`config.mk`:
```
export PLATFORM = sky130hd
export DESIGN_NAME = alarm_slot_scheduler
export DESIGN_NICKNAME = d
export VERILOG_FILES = /design/src/rtl/alarm_slot_scheduler.sv
export SDC_FILE = /design/constraint.sdc
export NUM_CORES = 1
export LEC_CHECK = 0
export BUFFER_PORTS_ARGS = -buffer_cell sky130_fd_sc_hd__buf_2
export CAP_MARGIN = 40
export CORE_MARGIN = 5
export CORE_UTILIZATION = 32
export DETAILED_ROUTE_END_ITERATION = 12
export GPL_TIMING_DRIVEN = 1
export HOLD_SLACK_MARGIN = 0.02
export SYNTH_ARGS = -nofsm -noshare
export SYNTH_HDL_FRONTEND = slang
export SYNTH_SLANG_ARGS = --single-unit
export TNS_END_PERCENT = 30
```
`constraint.sdc`:
```
create_clock -name clk_1s -period 5.8 [get_ports clk_1s]
set_clock_uncertainty 0.1 [all_clocks]
set_input_delay 0.29 -clock clk_1s [delete_from_list [all_inputs] [get_ports clk_1s]]
set_output_delay 0.29 -clock clk_1s [all_outputs]
set_load 0.02 [all_outputs]
```
`src/rtl/alarm_slot_scheduler.sv`:
```
// rtl/alarm_slot_scheduler.sv - four-slot alarm scheduler with ring, snooze and stop sequencing
module alarm_slot_scheduler #(
    parameter int SNOOZE_MIN   = 5,
    parameter int RING_TIMEOUT = 60,
    parameter int MAX_SNOOZE   = 3
) (
    input  logic       reset,
    input  logic       clk_1s,
    input  logic [1:0] cur_h1,
    input  logic [3:0] cur_h0,
    input  logic [3:0] cur_m1,
    input  logic [3:0] cur_m0,
    input  logic [3:0] cur_s1,
    input  logic [3:0] cur_s0,
    input  logic       ld_slot,
    input  logic [1:0] slot_sel,
    input  logic [1:0] set_h1,
    input  logic [3:0] set_h0,
    input  logic [3:0] set_m1,
    input  logic [3:0] set_m0,
    input  logic       set_en,
    input  logic       snooze_req,
    input  logic       stop_req,
    output logic       alarm,
    output logic [1:0] active_slot,
    output logic [2:0] snooze_cnt,
    output logic [1:0] state
);

    localparam logic [1:0]  ST_IDLE    = 2'b00;
    localparam logic [1:0]  ST_RING    = 2'b01;
    localparam logic [1:0]  ST_SNOOZE  = 2'b10;
    localparam logic [2:0]  MAX_CNT    = 3'(MAX_SNOOZE);
    localparam logic [7:0]  RING_LAST  = 8'(RING_TIMEOUT - 1);
    localparam logic [11:0] SNOOZE_ADD = 12'(SNOOZE_MIN);

    logic [10:0] slot_mod [4];
    logic [3:0]  slot_en;
    logic [10:0] wake;
    logic [7:0]  ring_cnt;

    logic [10:0] cur_mod;
    logic [10:0] set_mod;
    logic        set_valid;
    logic        at_zero;
    logic        hit;
    logic [1:0]  win;
    logic        match;
    logic [11:0] wake_sum;
    logic [10:0] wake_wrap;

    logic [1:0]  state_nxt;
    logic [1:0]  slot_nxt;
    logic [2:0]  cnt_nxt;
    logic [7:0]  ring_nxt;
    logic [10:0] wake_nxt;

    assign cur_mod = ({9'd0, cur_h1} * 11'd10 + {7'd0, cur_h0}) * 11'd60
                   + {7'd0, cur_m1} * 11'd10 + {7'd0, cur_m0};
    assign set_mod = ({9'd0, set_h1} * 11'd10 + {7'd0, set_h0}) * 11'd60
                   + {7'd0, set_m1} * 11'd10 + {7'd0, set_m0};

    // Rejects non-BCD digits as well as out-of-range hours and minutes.
    assign set_valid = (set_h0 <= 4'd9) && (set_m1 <= 4'd5) && (set_m0 <= 4'd9)
                    && ((set_h1 < 2'd2) || ((set_h1 == 2'd2) && (set_h0 <= 4'd3)));

    assign at_zero   = (cur_s1 == 4'd0) && (cur_s0 == 4'd0);
    assign wake_sum  = {1'b0, cur_mod} + SNOOZE_ADD;
    assign wake_wrap = (wake_sum >= 12'd1440) ? 11'(wake_sum - 12'd1440) : wake_sum[10:0];

    // Descending scan so the lowest matching index is the one left in win.
    always_comb begin
        hit = 1'b0;
        win = 2'd0;
        for (int i = 3; i >= 0; i--) begin
            if (slot_en[i] && (slot_mod[i] == cur_mod)) begin
                hit = 1'b1;
                win = 2'(i);
            end
        end
    end

    assign match = hit && at_zero;

    always_comb begin
        state_nxt = state;
        slot_nxt  = active_slot;
        cnt_nxt   = snooze_cnt;
        ring_nxt  = ring_cnt;
        wake_nxt  = wake;
        case (state)
            ST_IDLE: begin
                if (match) begin
                    state_nxt = ST_RING;
                    slot_nxt  = win;
                    cnt_nxt   = 3'd0;
                    ring_nxt  = 8'd0;
                end
            end
            ST_RING: begin
                if (stop_req) begin
                    state_nxt = ST_IDLE;
                    cnt_nxt   = 3'd0;
                end else if (snooze_req && (snooze_cnt < MAX_CNT)) begin
                    state_nxt = ST_SNOOZE;
                    wake_nxt  = wake_wrap;
                    cnt_nxt   = snooze_cnt + 3'd1;
                end else if (ring_cnt == RING_LAST) begin
                    state_nxt = ST_IDLE;
                    cnt_nxt   = 3'd0;
                end else begin
                    ring_nxt = ring_cnt + 8'd1;
                end
            end
            ST_SNOOZE: begin
                if (stop_req) begin
                    state_nxt = ST_IDLE;
                    cnt_nxt   = 3'd0;
                end else if (at_zero && (cur_mod == wake)) begin
                    state_nxt = ST_RING;
                    ring_nxt  = 8'd0;
                end
            end
            default: begin
                state_nxt = ST_IDLE;
                cnt_nxt   = 3'd0;
            end
        endcase
    end

    always_ff @(posedge clk_1s or posedge reset) begin
        if (reset) begin
            state       <= ST_IDLE;
            alarm       <= 1'b0;
            active_slot <= 2'd0;
            snooze_cnt  <= 3'd0;
            ring_cnt    <= 8'd0;
            wake        <= 11'd0;
            slot_en     <= 4'd0;
            for (int i = 0; i < 4; i++) begin
                slot_mod[i] <= 11'd0;
            end
        end else begin
            state       <= state_nxt;
            alarm       <= (state_nxt == ST_RING);
            active_slot <= slot_nxt;
            snooze_cnt  <= cnt_nxt;
            ring_cnt    <= ring_nxt;
            wake        <= wake_nxt;
            // Slot writes land after this edge's match used the old contents.
            if (ld_slot && set_valid) begin
                slot_mod[slot_sel] <= set_mod;
                slot_en[slot_sel]  <= set_en;
            end
        end
    end

endmodule

```
* After elaboration in Yosys (flattened, before gate mapping)
Cells that the tools add are included.
** Cells by class
- Add/sub/neg operators :: 10
- Shift-type cells :: 0
- Reductions and logical operators :: 24
- Bitwise logic cells :: 2
- Div/mod/pow operators :: 0
- Order comparisons :: 11
- Equality and inequality tests :: 18
- Multiplexer cells :: 35
- Multiply operators :: 6
** Operators with widths (count)
- equality test 11 bit :: 5
- 2-to-1 mux 8 bit :: 6
- bitwise mux 44 bit :: 1
- one-hot mux 8 bit (3 select lines) :: 1
- adder 11 x 4 -> 11 bit :: 2
- adder 11 x 8 -> 11 bit :: 2
- demux 11 bit (select 2 bit) :: 1
- 2-to-1 mux 11 bit :: 2
- 2-to-1 mux 2 bit :: 10
- multiplier 7 x 4 -> 9 bit, second input constant :: 2
- logical AND 1 bit :: 15
- 2-to-1 mux 3 bit :: 5
- adder 6 x 4 -> 7 bit :: 2
- multiplier 4 x 3 -> 7 bit, second input constant :: 2
- inequality test 2 bit, second input constant :: 7
- adder 11 x 3 -> 12 bit, second input constant :: 1
- >= comparator 12 x 11 -> 1 bit, second input constant :: 1
- subtractor 11 bit, second input constant :: 1
- multiplier 2 x 3 -> 5 bit, second input constant :: 2
- one-hot mux 3 bit (3 select lines) :: 1
- adder 8 x 1 -> 8 bit, second input constant :: 1
- equality test 8 x 6 -> 1 bit, second input constant :: 1
- less-or-equal comparator 4 bit, second input constant :: 2
- zero test 4 bit :: 2
- other kinds (24) :: 31
** Word-level totals
- Register bits :: 75
- Output and inout port bits :: 8
- Bits in writable memories :: 0
- Memories :: 0
- Bits of input ports :: 44
- ROM bits :: 0
- Latch bits :: 0

* Logic depth before layout (Yosys ltp)
Gate-level depths: netlist (run 1).
- Depth after elaboration :: 15
- Mapped depth :: 25
- Mapped depth without buffers :: 23

* Worst setup path after synthesis (run 1)
OpenSTA, ideal clock, no wires.
- Kind :: input port to flip-flop
- Start point :: input port cur_h1[0]
- End point :: register wake[5]
- Cell stages on the path :: 23
- Slack :: 0.044 ns
- Arrival :: 5.531 ns
- Data required time :: 5.575 ns
- Path buffers :: 3
- Library setup time :: 0.125 ns
- Cell sequence :: ha_1 inv_1 fa_1 fa_1 fa_1 inv_1 ha_1 a21o_1 a21oi_1 xnor2_1 ha_1 ha_1 buf_2 or2_2 clkbuf_1 a31oi_1 nor2b_4 buf_6 xnor2_4 mux2i_1 o2bb2ai_4 xnor2_1 mux2_4
** Between the ends
- Word-level cells in the longest chain between the ends :: 8
** Ends and longest elaborated chain
- from (decl) :: line 9 : input logic [1:0] cur_h1,
- multiplier 2 x 3 -> 5 bit (*) :: line 58 : assign cur_mod = ({9'd0, cur_h1} * 11'd10 + {7'd0, cur_h0}) * 11'd60
- adder 6 x 4 -> 7 bit (*) :: line 58
- multiplier 7 x 4 -> 9 bit (*) :: line 58
- adder 11 x 8 -> 11 bit (*) :: line 59 : + {7'd0, cur_m1} * 11'd10 + {7'd0, cur_m0};
- adder 11 x 4 -> 11 bit (*) :: line 59
- adder 11 x 3 -> 12 bit (*) :: line 68 : assign wake_sum = {1'b0, cur_mod} + SNOOZE_ADD;
- subtractor 11 bit / >= comparator 12 x 11 -> 1 bit (equally long branches) :: line 69 : assign wake_wrap = (wake_sum >= 12'd1440) ? 11'(wake_sum - 12'd1440) : wake_sum[10:0];
- 2-to-1 mux 11 bit (*) :: line 69
- to (signal assigned) :: line 149 : wake <= wake_nxt;
- to (decl) :: line 39 : logic [10:0] wake;
Mark *: on every way between the ends. The rest lies on a longest branch, timed or not.
A chain may end at the register's enable or synchronous reset.

* Worst setup path after layout (run 1)
- Start point :: input port cur_h1[0]
- End point :: register snooze_cnt[1]
** Between the ends
- Word-level cells in the longest chain between the ends :: 14
** Ends and longest elaborated chain
- multiplier 2 x 3 -> 5 bit (*) :: line 58
- adder 6 x 4 -> 7 bit (*) :: line 58
- multiplier 7 x 4 -> 9 bit (*) :: line 58
- adder 11 x 8 -> 11 bit (*) :: line 59
- adder 11 x 4 -> 11 bit (*) :: line 59
- equality test 11 bit :: line 76 : if (slot_en[i] && (slot_mod[i] == cur_mod)) begin
- logical AND 1 bit :: line 76
- 2-to-1 mux 1 bit (3 in series) :: line 76
- 2-to-1 mux 1 bit (*) :: line 76
- logical AND 1 bit (*) :: line 83 : assign match = hit && at_zero;
- inequality test 2 bit (no source line) (*)
- AND reduction 3 bit (no source line) (*)
- to (signal assigned) :: line 147 : snooze_cnt <= cnt_nxt;
- to (decl) :: line 26 : output logic [2:0] snooze_cnt,
Marked as above.

==> summary.txt, run 1 <==
Cells and area
  – Top library cells by usage in the layout, fill and taps aside: buf_4, dfrtp_1, inv_1, ha_1, buf_2
  – Share of layout cells above drive strength 1: 27.5%
  – Most frequent standard cell in the layout excluding fill and tap cells: buf_4
  – Signed area change from the synthesized netlist to the final layout: 21.4%
  – Final net count: a little over 1000
  – Final antenna diode count: 0
  – Fillers: 2254

CTS
  – Cell at the root of the clock tree: clkbuf_16
  – TritonCTS clock tree: built
  – Deepest level of the CTS H-tree: 3
  – Largest buffer count on any clock path: 2
  – CTS buffer count: 9
  – Clk sinks: between 70 and 80
  – Clock insertion delay at the later pin of the skew report: 340 ps
  – Clock-pin slew of the registers on the worst-case setup and hold paths: ~60 ps

Logic synthesis
  – Area of the mapped netlist: 0.00728 mm^2
  – Sequential area share after synthesis: 25.8%
  – Number of distinct library cells after synthesis: 77
  – EDFF count, synth: 0
  – Post-synthesis sequential element count: 75
  – FFs w/ async S/R, synth: 100%
  – Net count after synthesis: 904
  – Post-Synthesis Mean Instance Area: 9.49 um^2
  – Predominant post-synthesis flop cell: dfrtp_1
  – Yosys warnings: 0
  – Count of mapped cells out of synthesis: about 770

Floorplan
  – Die Area: 0.0259 mm^2
  – Total I/O pin count: 52
  – Placeable Area: 0.0225 mm^2
  – Die height: about 160 um
  – Horizontal die dimension: 161 um
  – Row Count: 55
  – Initial standard-cell utilization of the core: around a third

Worst setup path
  – Peak fanout along the critical path: 6
  – Startpoint of the lowest-slack register-to-register path: slot_mod[29]$_DFFE_PP0P_
  – Worst setup endpoint: snooze_cnt[1]$_DFFE_PP0P_
  – Cell count of the worst reg-to-reg path: 12
  – Worst setup path startpoint: cur_h1[0]
  – Crit path required time: 5930 ps
  – CP arrival: 5670 ps
  – Kind of start point of the critical path: primary input
  – Worst reg2reg setup slack: 2990 ps
  – Critical register-to-register path endpoint: snooze_cnt[1]$_DFFE_PP0P_
  – Setup CP Type: primary input to flop
  – Crit. End Element: flop

Timing
  – Minimum period implied by the final worst setup slack: 5530 ps
  – Highest clock rate: 0.181 GHz
  – Crit share post-route: roughly 95%
  – Setup TNS: 0 ps
  – Number of failing setup endpoints in the final timing report: 0
  – Final hold violations: 0
  – Final max-slew violation count: 0
  – Transition time at the pin with the least slew margin: 784 ps
  – Worst relative slew slack: about 48%
  – Fin Hold WS: 38.7 ps

Global route
  – Residual overflow from global routing: 0
  – Vias in the first global route: 5976
  – Overall fraction of global-route tracks in use: 13.7%
  – Antenna violations before repair: 0
  – Largest net degree at the start of global routing: 59
  – Wire length of the first global-routing pass: about 29 mm

Drt
  – Number of optimization iterations in the first detailed-route pass: 4
  – Final antenna-violating net count: 0
  – Detailed Route Iter0 Violations: 262
  – DR DRC count: 0
  – Routed via count: 5872
  – Final routed wire length divided by cell count: 14.8 um
  – Routed vias/inst: ~5
  – Final routed wirelength across all metal layers: 17.3 mm

Min path
  – Hold Path Class: primary input to flop

Placed design
  – Port Buf Inserts: 51
  – Routability cong.: approximately 0.9
  – HPWL after detailed placement: around 14 mm

Run status
  – Run status: finished, final reports clean

Flow run
  – Max cap viols: 0
==> kinds of logic (layout without fill, tap and decap cells) <==
| group | Yosys count | in the layout | synth area share [%] |
|---|---|---|---|
| flip-flops | 75 | 75 | 25.8 |
| buffers and inverters | 104 | 224 | 5.81 |
| multiplexers | 60 | 60 | 9.14 |
| XOR/XNOR | 94 | 94 | 13.0 |
| AND/OR/NAND/NOR | 184 | 184 | 13.2 |
| AO/OA/AOI/OAI | 159 | 159 | 14.9 |
| adder cells (fa/ha/maj) | 92 | 92 | 18.3 |
==> sequential cells by signal, summed over array words and instances, names as in the netlist <==
signal and flops:
snooze_cnt 3, wake 11, alarm 1, active_slot 2, slot_mod 44, state 2
ring_cnt 8, slot_en 4
==> layout make-up <==
| class | count | area (um^2) | area share, % |
|---|---|---|---|
| Sequential cell | 75 | 1880 | 21.2 |
| Timing Repair Buffer | 137 | 940 | 10.6 |
| Clock inverter | 5 | 38.8 | 0.439 |
| Inverter | 71 | 267 | 3.01 |
| Clock buffer | 11 | 233 | 2.63 |
| Multi-Input combinational cell | 589 | 5130 | 58.0 |
| Tap cell | 285 | 357 | 4.03 |
==> worst max-delay path, cell delays in order <==
cell       delay, ps
buf_2             90
ha_2             180
inv_2             40
fa_2             560
fa_1             460
fa_1             530
inv_2             60
ha_1             280
a21o_1           200
a21oi_2          150
xnor2_1          130
ha_1             270
ha_4             330
xnor2_4          130
buf_4            140
mux2i_2          210
o2111ai_1        130
nor4_1           300
buf_4            170
and3_1           150
nand3_1           90
a41oi_2          240
buf_6            150
nand2_1          100
a32o_1           270
==> metrics by stage <==
step	worst slack (ps)	instances	area, um^2	util (%)
final	266	1173	8840	39.3
after global routing	-25.1	1173	8840	39.3
after CTS	133	1168	8670	38.5
after detailed placement	-177	1151	8390	37.3
after global placement	-135	1150	8360	37.1
after floorplan	43.6	768	7280	-
==> synthesized netlist by cell type (all sizes together) (3+ instances only) <==
master	count	area, um^2
fa	24	480
o22ai	4	31.3
nand2b	4	25.0
clkbuf	21	78.8
a31oi	5	31.3
a211oi	7	57.6
xnor2	54	518
or2	7	43.8
and3	7	43.8
a311o	3	30.0
nor4b	4	35.0
buf	12	77.6
xnor3	5	113
nand3b	3	22.5
nand2	44	165
nor3	16	85.1
nor2	38	145
o21a	4	30.0
o21bai	4	30.0
nand4	6	37.5
ha	68	851
nor3b	3	22.5
xor2	35	314
a221oi	3	26.3
nor4	7	43.8
or3b	3	26.3
o22a	3	26.3
o211ai	6	45.0
nor2b	7	51.3
a211o	4	35.0
inv	71	267
dfrtp	75	1880
mux2	49	556
nand3	23	115
nand4b	3	26.3
o21ai	34	170
a21oi	43	215
a21o	13	97.6
mux2i	11	110
o2111ai	3	26.3
==> what timing repair did <==
action | 4_1_cts | 5_1_grt
hold buffers | 1 | 0
resized for setup | 0 | 27
hold endpoints to repair | 17 | 0
setup endpoints to repair | 0 | 17
setup buffers | 0 | 5
==> routing by layer <==
metal | global-route usage (%) | up-vias | routed length (um)
li1 | - | 2940 | -
met2 | 22.9 | 86 | 8280
met5 | 0 | - | 0
met4 | 4.77 | 0 | 418
met3 | 1.74 | 24 | 449
met1 | 18.3 | 2822 | 8160
==> worst min-delay path by stage <==
stage	start	endpoint	slack [ps]	cells past startpoint
final	stop_req	state[1]$_DFF_PP0_	40	2
after CTS	stop_req	state[1]$_DFF_PP0_	30	2
after global routing	stop_req	state[1]$_DFF_PP0_	60	2
after global placement	wake[10]$_DFFE_PP0P_	wake[10]$_DFFE_PP0P_	370	2
after floorplan	stop_req	state[1]$_DFF_PP0_	250	1
after detailed placement	reset	alarm$_DFF_PP0_	230	3
Power of run 1 is left out: the tool's default activity adds up to more than one toggle a clock period on the data nets, which glitch-free logic cannot reach.
==> run 2, diff against run 1 <==
--- a/config.mk
+++ b/config.mk
@@ -12,6 +12,7 @@
 export DETAILED_ROUTE_END_ITERATION = 12
 export GPL_TIMING_DRIVEN = 1
 export HOLD_SLACK_MARGIN = 0.02
+export MAX_ROUTING_LAYER = met4
 export SYNTH_ARGS = -nofsm -noshare
 export SYNTH_HDL_FRONTEND = slang
 export SYNTH_SLANG_ARGS = --single-unit
==> summary.txt, run 2 (synthesized netlist as in run 1, its figures left out) <==
Run status
  – Run status: finished, final reports clean

CTS
  – Deepest level of the CTS H-tree: 3 (unchanged)
  – Largest buffer count on any clock path: 2 (unchanged)
  – Clk sinks: 75 (unchanged)
  – Clock insertion delay at the later pin of the skew report: 340 ps (about the same)
  – Cell at the root of the clock tree: clkbuf_16
  – Clock-pin slew of the registers on the worst-case setup and hold paths: 60 ps (about the same)
  – TritonCTS clock tree: built
  – CTS buffer count: 9 (unchanged)

Drt
  – Final routed wire length divided by cell count: 14.5 um (-1.6%)
  – DR DRC count: 0 (unchanged)
  – Routed vias/inst: 4.96 (-0.85%)
  – Routed via count: 5817 (-0.94%)
  – Final antenna-violating net count: 0 (unchanged)
  – Number of optimization iterations in the first detailed-route pass: 4 (unchanged)
  – Detailed Route Iter0 Violations: 233 (-11%)
  – Final routed wirelength across all metal layers: 17.0 mm (-1.7%)

Cells and area
  – Post-Layout Cell Count: 1172 (-0.085%)
  – Largest register FFs: 44 (unchanged)
  – Largest registers: slot_mod x44, wake x11, ring_cnt x8
  – Most frequent standard cell in the layout excluding fill and tap cells: buf_4
  – Register name with the most flops: slot_mod
  – Top library cells by usage in the layout, fill and taps aside: buf_4, dfrtp_1, inv_1, ha_1, buf_2
  – Final antenna diode count: 0 (unchanged)
  – Signed area change from the synthesized netlist to the final layout: 21.1%
  – Fillers: 2238 (-0.71%)
  – Share of layout cells above drive strength 1: 26.7% (-0.76 points)
  – Fraction of the core area covered by cells at the end of the flow: 39.2% (-0.089 points)
  – Final net count: 1018 (-0.098%)

Worst setup path
  – Crit path required time: 5930 ps (about the same)
  – CP arrival: 5660 ps (about the same)
  – Worst reg2reg setup slack: 3090 ps (+100 ps)
  – Kind of start point of the critical path: primary input
  – Worst setup path startpoint: cur_h1[0]
  – Peak fanout along the critical path: 11 (+5)
  – Cell count of the worst reg-to-reg path: 10 (-2)
  – Startpoint of the lowest-slack register-to-register path: wake[8]$_DFFE_PP0P_
  – Critical register-to-register path endpoint: ring_cnt[0]$_DFFE_PP0P_
  – Crit. End Element: flop
  – Setup CP Type: primary input to flop

Flow run
  – Max cap viols: 0 (unchanged)

Global route
  – Largest net degree at the start of global routing: 63 (+6.8%)
  – Residual overflow from global routing: 0 (unchanged)
  – Vias in the first global route: 6004 (+0.47%)
  – Overall fraction of global-route tracks in use: 13.7% (+0.024 points)
  – Antenna violations before repair: 0 (unchanged)
  – Wire length of the first global-routing pass: 28.9 mm (-1.8%)

Floorplan
  – Initial standard-cell utilization of the core: 32.4% (unchanged)
  – Total I/O pin count: 52 (unchanged)
  – Die Area: 0.0259 mm^2 (unchanged)
  – Row Count: 55 (unchanged)
  – Die height: 161 um (unchanged)
  – Horizontal die dimension: 161 um (unchanged)
  – Placeable Area: 0.0225 mm^2 (unchanged)

Placed design
  – Number of placed instances, taps included: 1154 (+0.26%)
  – Routability cong.: 0.926 (+3.6%)
  – Port Buf Inserts: 51 (unchanged)
  – Pre-CTS setup slack: -165 ps (+12.0 ps)
  – HPWL after detailed placement: 13.9 mm (-0.95%)

Min path
  – Hold Crit Depth: 2 (unchanged)
  – Hold Path Class: primary input to flop
  – Start point of the worst min-delay path: stop_req
  – Hold Path Sink: state[1]$_DFF_PP0_

Timing
  – Final hold violations: 0 (unchanged)
  – Post-route worst setup slack: 268 ps (+1.74 ps)
  – Highest clock rate: 0.181 GHz (about the same)
  – Crit share post-route: 95.4% (about the same)
  – Minimum period implied by the final worst setup slack: 5530 ps (-1.74 ps)
  – Final max-slew violation count: 0 (unchanged)
  – Number of failing setup endpoints in the final timing report: 0 (unchanged)
  – Fin Hold WS: 43.8 ps (+5.10 ps)
  – Worst relative slew slack: 45.1% (-2.5 points)
  – Transition time at the pin with the least slew margin: 822 ps (+37.9 ps)
  – Unrepaired setup endpoints after global routing: yes
[run 2: cell count changes in the layout (fill, tap and decap cells not counted), sizes merged]
cell      before  now
buf          136  135
clkinv         0    3
clkbuf        11   10
clkinvlp       4    1
inv           72   73
[run 2: cell type report]
cell class / instances / area, um^2 / area share [%]
multi-input combinational: 589 / 5100 / 57.8
sequential: 75 / 1880 / 21.3
timing repair buffer: 136 / 932 / 10.6
tap: 285 / 357 / 4.04
inverter: 71 / 267 / 3.02
clock buffer: 10 / 239 / 2.71
clock inverter: 6 / 47.5 / 0.539
[run 2: critical path, cell delays in order]
cell,delay [ps]
buf_2,110
ha_1,200
inv_1,70
fa_1,460
fa_1,520
fa_1,550
inv_1,70
ha_1,310
a21o_1,180
a21oi_1,170
xnor2_1,90
ha_1,200
ha_1,310
buf_12,160
xnor2_2,160
buf_4,150
a221oi_1,260
nand3_1,180
nor4_1,290
nand3_1,180
a41oi_2,220
buf_4,160
nand2_1,100
a32o_1,280
[run 2: metal layers]
metal / part of all wire [%] / global-route usage (%) / routed length, um / up-vias
li1: - / - / - / 2924
met2: 49 / 23.3 / 8280 / 71
met1: 48 / 17.6 / 8100 / 2806
met5: 0 / - / 0 / -
met3: 2.3 / 1.77 / 396 / 16
met4: 1.4 / 2.99 / 244 / 0
[run 2: through the flow]
| stage | instance area [um^2] | TNS [ps] |
|---|---|---|
| after floorplan | 7280 | 0 |
| final | 8820 | 0 |
| after CTS | 8700 | 0 |
| after global placement | 8380 | -731 |
| after detailed placement | 8410 | -766 |
| after global routing | 8820 | -69.1 |
[run 2: timing repair]
action / CTS / global route
hold buffers: 1 / 0
endpoints found under the setup margin: 0 / 14
gates resized for setup: 0 / 19
hold endpoints to repair: 13 / 0
setup buffers: 0 / 1
[run 2: worst max-delay path by stage]
stage	endpoint	slack, ps	depth (start not counted)
after floorplan	wake[5]$_DFFE_PP0P_	40	23
after global placement	snooze_cnt[1]$_DFFE_PP0P_	-150	24
after detailed placement	snooze_cnt[1]$_DFFE_PP0P_	-170	24
after CTS	snooze_cnt[1]$_DFFE_PP0P_	150	24
after global routing	snooze_cnt[1]$_DFFE_PP0P_	-20	24
final	snooze_cnt[1]$_DFFE_PP0P_	270	24
Power of run 2 is left out for the same reason.
==> run 3, diff against run 2 <==
==> constraint.sdc (replaced) <==
create_clock -name clk_1s -period 5.7 [get_ports clk_1s]
set_clock_uncertainty 0.1 [all_clocks]
set_input_delay 0.285 -clock clk_1s [delete_from_list [all_inputs] [get_ports clk_1s]]
set_output_delay 0.285 -clock clk_1s [all_outputs]
set_load 0.02 [all_outputs]
==> summary.txt, run 3 (synthesized netlist as in run 1, its figures left out) <==
Timing
  – Final max-slew violation count: 0 (unchanged)
  – Highest clock rate: 0.184 GHz
  – Final hold violations: 0 (unchanged)
  – Post-route worst setup slack: 270 ps (+2.45 ps)
  – Worst relative slew slack: 44.5% (-0.51 points)
  – Crit share post-route: 95.3%
  – Number of failing setup endpoints in the final timing report: 0 (unchanged)
  – Minimum period implied by the final worst setup slack: 5430 ps
  – Transition time at the pin with the least slew margin: 824 ps (+2.30 ps)
  – Unrepaired setup endpoints after global routing: yes

Placed design
  – Post-placement cell area: 0.00844 mm^2 (+0.40%)
  – Routability cong.: 0.898 (-3.0%)
  – HPWL after detailed placement: 14.1 mm (+1.5%)
  – Pre-CTS setup slack: -324 ps (-159 ps)
  – Port Buf Inserts: 51 (unchanged)

Drt
  – Final routed wirelength across all metal layers: 17.2 mm (+1.2%)
  – Number of optimization iterations in the first detailed-route pass: 5 (+1)
  – Detailed Route Iter0 Violations: 261 (+12%)
  – Final antenna-violating net count: 0 (unchanged)
  – Routed vias/inst: 4.99 (+0.52%)
  – Final routed wire length divided by cell count: 14.7 um (+1.1%)
  – Routed via count: 5857 (+0.69%)
  – DR DRC count: 0 (unchanged)

Min path
  – Hold Path Sink: state[1]$_DFF_PP0_
  – Hold Path Class: primary input to flop
  – Start point of the worst min-delay path: stop_req
  – Hold Crit Depth: 2 (unchanged)

Worst setup path
  – Kind of start point of the critical path: primary input
  – Crit path required time: 5830 ps (-100 ps)
  – Worst reg2reg setup slack: 3050 ps (-40 ps)
  – CP arrival: 5560 ps (-100 ps)
  – Worst path cell trace: buf_2, ha_1, inv_1, fa_2, fa_2, fa_1, inv_1, ha_1, a21o_1, a21oi_2, xnor2_1, ha_1, ha_4, xnor2_1, nor2_1, a221o_1, nor4_1, buf_4, and3_1, nand3_1, a41oi_2, buf_4, nand2_1, a32o_1
  – Most frequent CP cell: ha_1
  – Crit. End Element: flop
  – Setup CP Type: primary input to flop
  – Peak fanout along the critical path: 6 (-5)
  – Critical-path cell with the highest stage delay: fa_2
  – Critical register-to-register path endpoint: snooze_cnt[1]$_DFFE_PP0P_
  – Slowest stage delay, CP: 560 ps (about the same)
  – Startpoint of the lowest-slack register-to-register path: slot_mod[29]$_DFFE_PP0P_
  – Cell count of the worst reg-to-reg path: 11 (+1)

Cells and area
  – Largest register FFs: 44 (unchanged)
  – Largest registers: slot_mod x44, wake x11, ring_cnt x8
  – Area taken by flip-flops and latches: 0.00188 mm^2 (unchanged)
  – Final antenna diode count: 0 (unchanged)
  – Share of layout cells above drive strength 1: 27.3% (+0.61 points)
  – Most frequent standard cell in the layout excluding fill and tap cells: buf_4
  – Register name with the most flops: slot_mod
  – Post-route cell area: 0.00892 mm^2 (+1.1%)
  – Signed area change from the synthesized netlist to the final layout: 22.4%
  – Footprint of the multi-input gates: 0.00512 mm^2 (+0.42%)
  – Top library cells by usage in the layout, fill and taps aside: buf_4, dfrtp_1, inv_1, ha_1, buf_2
  – Final net count: 1021 (+0.29%)
  – Fillers: 2209 (-1.3%)

Global route
  – Residual overflow from global routing: 0 (unchanged)
  – Largest net degree at the start of global routing: 62 (-1.6%)
  – Wire length of the first global-routing pass: 28.8 mm (-0.53%)
  – Antenna violations before repair: 0 (unchanged)
  – Vias in the first global route: 5832 (-2.9%)
  – Overall fraction of global-route tracks in use: 13.9% (+0.14 points)

CTS
  – Largest buffer count on any clock path: 2 (unchanged)
  – TritonCTS clock tree: built
  – Clock insertion delay at the later pin of the skew report: 340 ps (about the same)
  – Clock-pin slew of the registers on the worst-case setup and hold paths: 60 ps (about the same)
  – Buffers inserted by post-CTS timing repair: 0 (unchanged)
  – Clk sinks: 75 (unchanged)
  – Cell at the root of the clock tree: clkbuf_16
  – CTS buffer count: 9 (unchanged)
  – Deepest level of the CTS H-tree: 3 (unchanged)

Run status
  – Run status: finished, final reports clean

Floorplan
  – Placeable Area: 0.0225 mm^2 (unchanged)
  – Total I/O pin count: 52 (unchanged)
  – Initial standard-cell utilization of the core: 32.4% (unchanged)
  – Die height: 161 um (unchanged)
  – Die Area: 0.0259 mm^2 (unchanged)
  – Horizontal die dimension: 161 um (unchanged)
  – Row Count: 55 (unchanged)

Flow run
  – Max cap viols: 0 (unchanged)
[run 3: changes by cell type in the layout (fill, tap and decap cells not counted), moves of 2 or more]
cell,change
buf_4,+3
bufinv_16,+3
clkinv_4,-2
nor2_1,-2
nor2_2,+2
xnor2_1,-2
xnor2_4,+2
[run 3: repair_timing]
action	CTS	global route
hold buffers	1	0
gates resized for setup	0	23
endpoints found under the hold margin	14	0
setup endpoints to repair	0	17
[run 3: how the worst max path moves through the flow]
stage,from,end,slack [ps],cells past startpoint
after CTS,cur_h1[0],ring_cnt[0]$_DFFE_PP0P_,10,24
after detailed placement,cur_h1[0],snooze_cnt[1]$_DFFE_PP0P_,-320,24
after global placement,cur_h1[0],snooze_cnt[2]$_DFFE_PP0P_,-280,24
after floorplan,cur_h1[0],ring_cnt[0]$_DFFE_PP0P_,-40,23
final,cur_h1[0],snooze_cnt[1]$_DFFE_PP0P_,270,24
after global routing,cur_h1[0],ring_cnt[0]$_DFFE_PP0P_,-50,24
[run 3: routing by layer]
metal	GRT usage (%)	part of all wire, %	vias to the layer above
met4	4.34	1.9	0
met5	-	0	-
li1	-	-	2946
met3	1.85	2.9	18
met2	22.8	48	92
met1	17.8	48	2801
[run 3: per-stage QoR]
stage	setup TNS (ps)	util [%]	hold WS, ps	cells
2_1_floorplan	-38.8	-	248	768
3_3_place_gp	-2690	37.4	383	1157
3_5_place_dp	-3340	37.5	212	1158
4_1_cts	0	39.1	35.8	1174
5_1_grt	-127	39.6	47.7	1174
6_report	0	39.6	43.0	1174
[run 3: final cells by class]
cell class | count | area share, %
Multi-Input combinational cell | 589 | 57.5
Sequential cell | 75 | 21.0
Timing Repair Buffer | 139 | 10.7
Tap cell | 285 | 4.00
Inverter | 71 | 2.99
Clock buffer | 9 | 2.53
Clock inverter | 6 | 1.28
[run 3: worst max-delay path, delay by kind of cell]
| family | cells | cell delay [ps] |
|---|---|---|
| buf+inv | 5 | 550 |
| fa+ha+maj | 7 | 2640 |
| simple gates | 5 | 700 |
| compound gates | 5 | 1080 |
| xor+xnor | 2 | 290 |
Power of run 3 is left out for the same reason.
